## src/rtl/spm_dma_pkg.sv

```systemverilog
// Shared widths, bus polarity constants, register map and FSM encodings
// for the scratchpad boot/copy DMA.
package spm_dma_pkg;

  localparam int WordDataBus = 32;
  localparam int WordAddrBus = 30;
  localparam int SpmAddrBus  = 12;
  localparam int LenBus      = 13;

  localparam logic ENABLE   = 1'b1;
  localparam logic DISABLE  = 1'b0;
  localparam logic ENABLE_  = 1'b0;
  localparam logic DISABLE_ = 1'b1;

  localparam logic [1:0] REG_SRC  = 2'd0;
  localparam logic [1:0] REG_DST  = 2'd1;
  localparam logic [1:0] REG_LEN  = 2'd2;
  localparam logic [1:0] REG_CTRL = 2'd3;

  localparam int CTRL_START = 0;
  localparam int CTRL_CLEAR = 1;
  localparam int CTRL_ABORT = 2;
  localparam int CTRL_IE    = 3;

  localparam int STAT_BUSY    = 0;
  localparam int STAT_DONE    = 1;
  localparam int STAT_ABORTED = 2;
  localparam int STAT_IE      = 3;
  localparam int STAT_REM_LSB = 16;

  localparam logic [2:0] S_IDLE = 3'd0;
  localparam logic [2:0] S_REQ  = 3'd1;
  localparam logic [2:0] S_ACC  = 3'd2;
  localparam logic [2:0] S_WAIT = 3'd3;
  localparam logic [2:0] S_WR   = 3'd4;
  localparam logic [2:0] S_DONE = 3'd5;

endpackage

```

## src/rtl/spm_dma_regs.sv

```systemverilog
// CPU-visible register file of the DMA: SRC/DST/LEN, CTRL/STATUS decode,
// sticky done/aborted flags and the registered interrupt.
module spm_dma_regs
  import spm_dma_pkg::*;
#(
  parameter int SPM_ADDR_W  = SpmAddrBus,
  parameter int WORD_ADDR_W = WordAddrBus,
  parameter int LEN_W       = LenBus
) (
  input  logic                   clk,
  input  logic                   reset,
  input  logic                   cfg_cs,
  input  logic                   cfg_we,
  input  logic [1:0]             cfg_addr,
  input  logic [WordDataBus-1:0] cfg_wr_data,
  output logic [WordDataBus-1:0] cfg_rd_data,
  output logic                   irq,
  input  logic                   busy_i,
  input  logic                   idle_i,
  input  logic [LEN_W-1:0]       rem_i,
  input  logic                   set_done_i,
  input  logic                   set_aborted_i,
  output logic [WORD_ADDR_W-1:0] src_o,
  output logic [SPM_ADDR_W-1:0]  dst_o,
  output logic [LEN_W-1:0]       len_o,
  output logic                   start_o,
  output logic                   abort_o
);

  logic [WORD_ADDR_W-1:0] src_q, src_d;
  logic [SPM_ADDR_W-1:0]  dst_q, dst_d;
  logic [LEN_W-1:0]       len_q, len_d;
  logic                   ie_q, ie_d;
  logic                   done_q, done_d;
  logic                   aborted_q, aborted_d;
  logic                   irq_q;

  logic wr_en, ctrl_wr, clear;
  logic unused_wr_bits;

  assign wr_en   = cfg_cs & cfg_we;
  assign ctrl_wr = wr_en && (cfg_addr == REG_CTRL);
  assign clear   = ctrl_wr & cfg_wr_data[CTRL_CLEAR];
  assign start_o = ctrl_wr & cfg_wr_data[CTRL_START] & idle_i;
  assign abort_o = ctrl_wr & cfg_wr_data[CTRL_ABORT] & busy_i;
  assign unused_wr_bits = &{1'b0, cfg_wr_data[WordDataBus-1:WORD_ADDR_W]};

  always_comb begin
    src_d     = src_q;
    dst_d     = dst_q;
    len_d     = len_q;
    ie_d      = ie_q;
    done_d    = done_q;
    aborted_d = aborted_q;
    if (wr_en && !busy_i) begin
      if (cfg_addr == REG_SRC) src_d = cfg_wr_data[WORD_ADDR_W-1:0];
      if (cfg_addr == REG_DST) dst_d = cfg_wr_data[SPM_ADDR_W-1:0];
      if (cfg_addr == REG_LEN) len_d = cfg_wr_data[LEN_W-1:0];
    end
    if (ctrl_wr) ie_d = cfg_wr_data[CTRL_IE];
    // Clear is applied before any completion event of the same cycle.
    if (clear) begin
      done_d    = DISABLE;
      aborted_d = DISABLE;
    end
    if (set_done_i)    done_d    = ENABLE;
    if (set_aborted_i) aborted_d = ENABLE;
  end

  always_ff @(posedge clk) begin
    if (reset) begin
      src_q     <= '0;
      dst_q     <= '0;
      len_q     <= '0;
      ie_q      <= 1'b0;
      done_q    <= 1'b0;
      aborted_q <= 1'b0;
      irq_q     <= 1'b0;
    end else begin
      src_q     <= src_d;
      dst_q     <= dst_d;
      len_q     <= len_d;
      ie_q      <= ie_d;
      done_q    <= done_d;
      aborted_q <= aborted_d;
      irq_q     <= done_q & ie_q;
    end
  end

  always_comb begin
    cfg_rd_data = '0;
    case (cfg_addr)
      REG_SRC: cfg_rd_data[WORD_ADDR_W-1:0] = src_q;
      REG_DST: cfg_rd_data[SPM_ADDR_W-1:0]  = dst_q;
      REG_LEN: cfg_rd_data[LEN_W-1:0]       = len_q;
      default: begin
        cfg_rd_data[STAT_BUSY]               = busy_i;
        cfg_rd_data[STAT_DONE]               = done_q;
        cfg_rd_data[STAT_ABORTED]            = aborted_q;
        cfg_rd_data[STAT_IE]                 = ie_q;
        cfg_rd_data[STAT_REM_LSB +: LEN_W]   = rem_i;
      end
    endcase
  end

  assign irq   = irq_q;
  assign src_o = src_q;
  assign dst_o = dst_q;
  assign len_o = len_q;

endmodule

```

## src/rtl/spm_dma.sv

```systemverilog
// Boot/copy DMA: reads words from a bus slave and writes them into the
// scratchpad through port B, one beat at a time (ACC -> WAIT -> WR).
module spm_dma
  import spm_dma_pkg::*;
#(
  parameter int SPM_ADDR_W  = SpmAddrBus,
  parameter int WORD_ADDR_W = WordAddrBus,
  parameter int LEN_W       = LenBus
) (
  input  logic                   clk,
  input  logic                   reset,
  input  logic                   cfg_cs,
  input  logic                   cfg_we,
  input  logic [1:0]             cfg_addr,
  input  logic [WordDataBus-1:0] cfg_wr_data,
  output logic [WordDataBus-1:0] cfg_rd_data,
  output logic                   irq,
  output logic                   bus_req_,
  input  logic                   bus_grant_,
  output logic [WORD_ADDR_W-1:0] bus_addr,
  output logic                   bus_as_,
  output logic                   bus_rw,
  input  logic [WordDataBus-1:0] bus_rd_data,
  input  logic                   bus_rdy_,
  output logic                   spm_we,
  output logic [SPM_ADDR_W-1:0]  spm_addr,
  output logic [WordDataBus-1:0] spm_wr_data,
  output logic [2:0]             dbg_state
);

  localparam logic [WORD_ADDR_W-1:0] SRC_ONE = 1;
  localparam logic [SPM_ADDR_W-1:0]  DST_ONE = 1;
  localparam logic [LEN_W-1:0]       LEN_ONE = 1;

  logic [2:0]             state_q, state_d;
  logic [WORD_ADDR_W-1:0] src_q, src_d;
  logic [SPM_ADDR_W-1:0]  dst_q, dst_d;
  logic [LEN_W-1:0]       rem_q, rem_d;
  logic [WordDataBus-1:0] data_q, data_d;
  logic                   abort_q, abort_d;
  logic                   glost_q, glost_d;

  logic [WORD_ADDR_W-1:0] cfg_src;
  logic [SPM_ADDR_W-1:0]  cfg_dst;
  logic [LEN_W-1:0]       cfg_len;
  logic start_req, abort_req, set_done, set_aborted, busy, idle;
  logic abort_now, glost_now;

  assign busy = (state_q == S_REQ) || (state_q == S_ACC) ||
                (state_q == S_WAIT) || (state_q == S_WR);
  assign idle = (state_q == S_IDLE);
  assign abort_now = abort_q | abort_req;
  assign glost_now = glost_q | (bus_grant_ != ENABLE_);

  spm_dma_regs #(
    .SPM_ADDR_W (SPM_ADDR_W),
    .WORD_ADDR_W(WORD_ADDR_W),
    .LEN_W      (LEN_W)
  ) u_regs (
    .clk          (clk),
    .reset        (reset),
    .cfg_cs       (cfg_cs),
    .cfg_we       (cfg_we),
    .cfg_addr     (cfg_addr),
    .cfg_wr_data  (cfg_wr_data),
    .cfg_rd_data  (cfg_rd_data),
    .irq          (irq),
    .busy_i       (busy),
    .idle_i       (idle),
    .rem_i        (rem_q),
    .set_done_i   (set_done),
    .set_aborted_i(set_aborted),
    .src_o        (cfg_src),
    .dst_o        (cfg_dst),
    .len_o        (cfg_len),
    .start_o      (start_req),
    .abort_o      (abort_req)
  );

  always_comb begin
    state_d     = state_q;
    src_d       = src_q;
    dst_d       = dst_q;
    rem_d       = rem_q;
    data_d      = data_q;
    abort_d     = abort_now;
    glost_d     = glost_q;
    set_done    = DISABLE;
    set_aborted = DISABLE;
    case (state_q)
      S_IDLE: begin
        abort_d = DISABLE;
        if (start_req) begin
          if (cfg_len == '0) begin
            set_done = ENABLE;
          end else begin
            src_d   = cfg_src;
            dst_d   = cfg_dst;
            rem_d   = cfg_len;
            glost_d = DISABLE;
            state_d = S_REQ;
          end
        end
      end
      S_REQ: begin
        glost_d = DISABLE;
        if (abort_now)                  state_d = S_DONE;
        else if (bus_grant_ == ENABLE_) state_d = S_ACC;
      end
      S_ACC: begin
        glost_d = glost_now;
        state_d = S_WAIT;
      end
      S_WAIT: begin
        glost_d = glost_now;
        if (bus_rdy_ == ENABLE_) begin
          data_d  = bus_rd_data;
          state_d = S_WR;
        end
      end
      S_WR: begin
        src_d = src_q + SRC_ONE;
        dst_d = dst_q + DST_ONE;
        rem_d = rem_q - LEN_ONE;
        // An issued read always finishes; abort and grant loss only steer the next beat.
        if ((rem_q == LEN_ONE) || abort_now) state_d = S_DONE;
        else if (glost_now)                  state_d = S_REQ;
        else                                 state_d = S_ACC;
      end
      S_DONE: begin
        if (abort_q) set_aborted = ENABLE;
        else         set_done    = ENABLE;
        abort_d = DISABLE;
        state_d = S_IDLE;
      end
      default: state_d = S_IDLE;
    endcase
  end

  always_ff @(posedge clk) begin
    if (reset) begin
      state_q <= S_IDLE;
      src_q   <= '0;
      dst_q   <= '0;
      rem_q   <= '0;
      data_q  <= '0;
      abort_q <= 1'b0;
      glost_q <= 1'b0;
    end else begin
      state_q <= state_d;
      src_q   <= src_d;
      dst_q   <= dst_d;
      rem_q   <= rem_d;
      data_q  <= data_d;
      abort_q <= abort_d;
      glost_q <= glost_d;
    end
  end

  assign bus_req_    = busy ? ENABLE_ : DISABLE_;
  assign bus_as_     = (state_q == S_ACC) ? ENABLE_ : DISABLE_;
  assign bus_rw      = ENABLE;
  assign bus_addr    = src_q;
  assign spm_we      = (state_q == S_WR);
  assign spm_addr    = dst_q;
  assign spm_wr_data = data_q;
  assign dbg_state   = state_q;

endmodule
```

## config.mk

```make
export PLATFORM = sky130hd
export DESIGN_NAME = spm_dma
export DESIGN_NICKNAME = d
export VERILOG_FILES = /design/src/rtl/spm_dma_pkg.sv /design/src/rtl/spm_dma_regs.sv /design/src/rtl/spm_dma.sv
export SDC_FILE = /design/constraint.sdc
export NUM_CORES = 1
export LEC_CHECK = 0
export CORE_MARGIN = 8
export CORE_UTILIZATION = 30
export DETAILED_ROUTE_END_ITERATION = 6
export PLACE_DENSITY_LB_ADDON = 0.15
export SLEW_MARGIN = 40
export SYNTH_ARGS = -nofsm -noshare
export SYNTH_HDL_FRONTEND = slang
export SYNTH_SLANG_ARGS = --single-unit
```

## constraint.sdc

```tcl
create_clock -name clk -period 2.4 [get_ports clk]
set_clock_uncertainty 0.1 [all_clocks]
set_input_delay 0.36 -clock clk [delete_from_list [all_inputs] [get_ports clk]]
set_output_delay 0.36 -clock clk [all_outputs]
set_load 0.02 [all_outputs]
```

==> run metrics <==
Post-synth top flop dfxtp_1; # IOs 186; vias in the first global route 7422; RePlAce Congestion 0.8266; initial antenna violation count 0; root buffer cell clkbuf_16; CP Data Required Time 1.94 ns; Crit-path slowest cell mux4_2; Mapped Area 0.007589 mm²; CP Capture Type primary output; Synth cell types 67; gr usage total 18.00%; crit path kind reg2out; Via density 5.134; wire per inst 18.96 µm; final hold vios 0; WL final 28.08 mm; Warnings, synthesis 0; highest clock rate 416.8 MHz; H-Tree Depth 4; layout cells sized above 1 11.03%; crit-path max FO 2; most frequent cells in the layout 151 x dfxtp_1, 146 x clkdlybuf4s50_1, 132 x nand2_1, 111 x nor2_1, 95 x a21oi_1; leakage 3.733 nW; crit path cell chain or3_4 > and2_4 > mux4_2 > buf_6; final setup fails 0; first-pass GRT wire length 43.60 mm; cell family with most CP delay simple AND/OR/NAND/NOR gates; worst hold path class in2reg; Reg clk slew, reported paths 0.07 ns; crit path buf inv count 1; Port-buffer cells 180; Yosys reg bits 151; Rows 58; NumNets Final 1214; TritonRoute pass-1 iters 5; CP peak stage delay 0.49 ns; share of the clock period used by the worst path 99.97%; slew of the pin with the lowest slew margin 0.5211 ns; drt first-iter violations 595; total die area 0.03064 mm²; crit path DAT 1.94 ns; core area 0.02504 mm²; Finished Layout Cells 1481; Post-CTS Setup Repair Bufs 0; # diodes 0; VDD IR max 0.0004259 V; Hold-fix buffers, CTS 0; Fin Setup TNS 0 ns; Post-synth EDFFs 0; Worst setup SP type flip-flop; RSZ-0062 raised after global routing yes; initial core utilization 30.31%; clk buf depth 2; die width 175.0 µm; Post-DRT Antenna Nets 0; clk_lat worst skew 0.44 ns; CTS buffer count 17; DP HPWL 20.20 mm; GRT overflow 0; synth-to-layout area growth 41.14%; max-cap violations 0; Slew headroom 64.99%; largest net degree at the start of global routing 71; status finished clean; Avg Cell Area, Syn 8.056 µm²; power density over the cells 530.1 mW/mm²; Period minus WS final 2.399 ns; Post-route DRC 0; most common cell after layout, fill and taps aside dfxtp_1; Final Max Tran Viols 0; Synth Instances 942; chip height 175.0 µm; sequential element share of the synthesized area 39.84%; Post-synth ARST share 0%; clk sinks 151; placed cell count 1449; CTS tree built; DR vias 7603
## path summary, 6_finish.rpt
| path | start | end | slack, ns | cells after the start |
|---|---|---|---|---|
| setup / recovery | dbg_state[2]$_SDFFE_PP0P_ | cfg_rd_data[0] | 0.0007 | 4 |
| hold / removal | reset | u_regs.src_o[24]$_SDFFE_PP0P_ | 0.25 | 2 |
| setup reg to reg | dbg_state[2]$_SDFFE_PP0P_ | bus_addr[23]$_SDFFE_PP0P_ | 0.20 | 7 |
| hold reg to reg | spm_wr_data[28]$_SDFFE_PP0P_ | spm_wr_data[28]$_SDFFE_PP0P_ | 0.35 | 2 |
## sequential cells by signal (all words and copies together), names as in the netlist, 3 cells and up
signal / flops
spm_wr_data: 32
dbg_state: 3
u_regs.dst_o: 12
u_regs.len_o: 13
bus_addr: 30
u_regs.src_o: 30
rem_q: 13
spm_addr: 12
## report_power, final
part	total [mW]	leakage, nW	internal, mW	switching [mW]
Sequential	2.56	1.22	2.53	0.0290
Combinational	0.436	2.24	0.220	0.216
Clock	2.68	0.271	1.49	1.20
## cell usage after synthesis, types with 4 or more instances
master    number  share of area [%]
nand2_1      132                6.5
and2_1         7               0.58
nor4_1        10               0.82
buf_4          4               0.40
nor3_1        19                1.3
a211oi_1      14                1.4
clkbuf_1      45                2.2
buf_2         17                1.1
inv_1         17               0.84
a21oi_1       95                6.3
nand3_1       27                1.8
a22o_1        16                1.8
mux4_2         4                1.2
ha_1           4               0.66
o22ai_1        6               0.49
nand4_1       15                1.2
a31oi_1       14                1.2
buf_6          7                1.0
and3_1        11               0.91
mux2i_1       66                8.7
o21ai_1       20                1.3
nor2b_1        5               0.41
nor2_1       113                5.6
o32ai_1        6               0.69
o31a_1         5               0.58
a41oi_1        8               0.92
nor3b_1        4               0.40
o21ai_0       29                1.9
dfxtp_1      151                 40
nand2b_1      10               0.82
## kinds of logic (layout without fill, tap and decap cells)
| kind of cell | count (synthesis) | in the layout | synth area share [%] |
|---|---|---|---|
| simple gates | 373 | 373 | 23.03 |
| fa+ha+maj | 4 | 4 | 0.6595 |
| flops | 151 | 151 | 39.84 |
| buf+inv | 95 | 303 | 5.886 |
| other cells | 2 | 3 | 0.09897 |
| mux | 70 | 70 | 9.893 |
| compound gates | 247 | 247 | 20.59 |
## cell type report
type | count | area [µm²]
fill | 2551 | 14330
multi-input combinational | 697 | 4135
sequential | 151 | 3023
timing repair buffer | 253 | 2494
clock buffer | 19 | 442.9
tap | 330 | 412.9
clock inverter | 13 | 135.1
inverter | 18 | 67.56
## per-layer routing
metal  share of wire, %  vias up  global-route usage [%]
met4                1.1        0                   4.309
met3                5.2       23                   3.756
met1                 46     3611                   23.71
met2                 47      201                   29.59
met5                  0        -                       0
li1                   -     3768                       -
## stage by stage
stage / hold slack (ns) / worst slack [ns] / utilization, % / area, µm² / total power [mW]
after global placement: 0.3418 / -0.2319 / 40.58 / 10160 / 3.058
after floorplan: 0.3486 / 0.2265 / - / 7592 / 2.801
final: 0.2506 / 0.0006783 / 42.78 / 10710 / 5.678
after CTS: 0.2368 / -0.01832 / 42.71 / 10690 / 5.740
after detailed placement: 0.3464 / -0.2410 / 40.58 / 10160 / 3.058
after global routing: 0.2592 / -0.02242 / 42.78 / 10710 / 5.889
## what timing repair did
action | 4_1_cts | 5_1_grt
endpoints found under the setup margin | 33 | 9
pin swaps | 0 | 0
gates resized for setup | 36 | 10
Power figures use the tool's default switching activity.
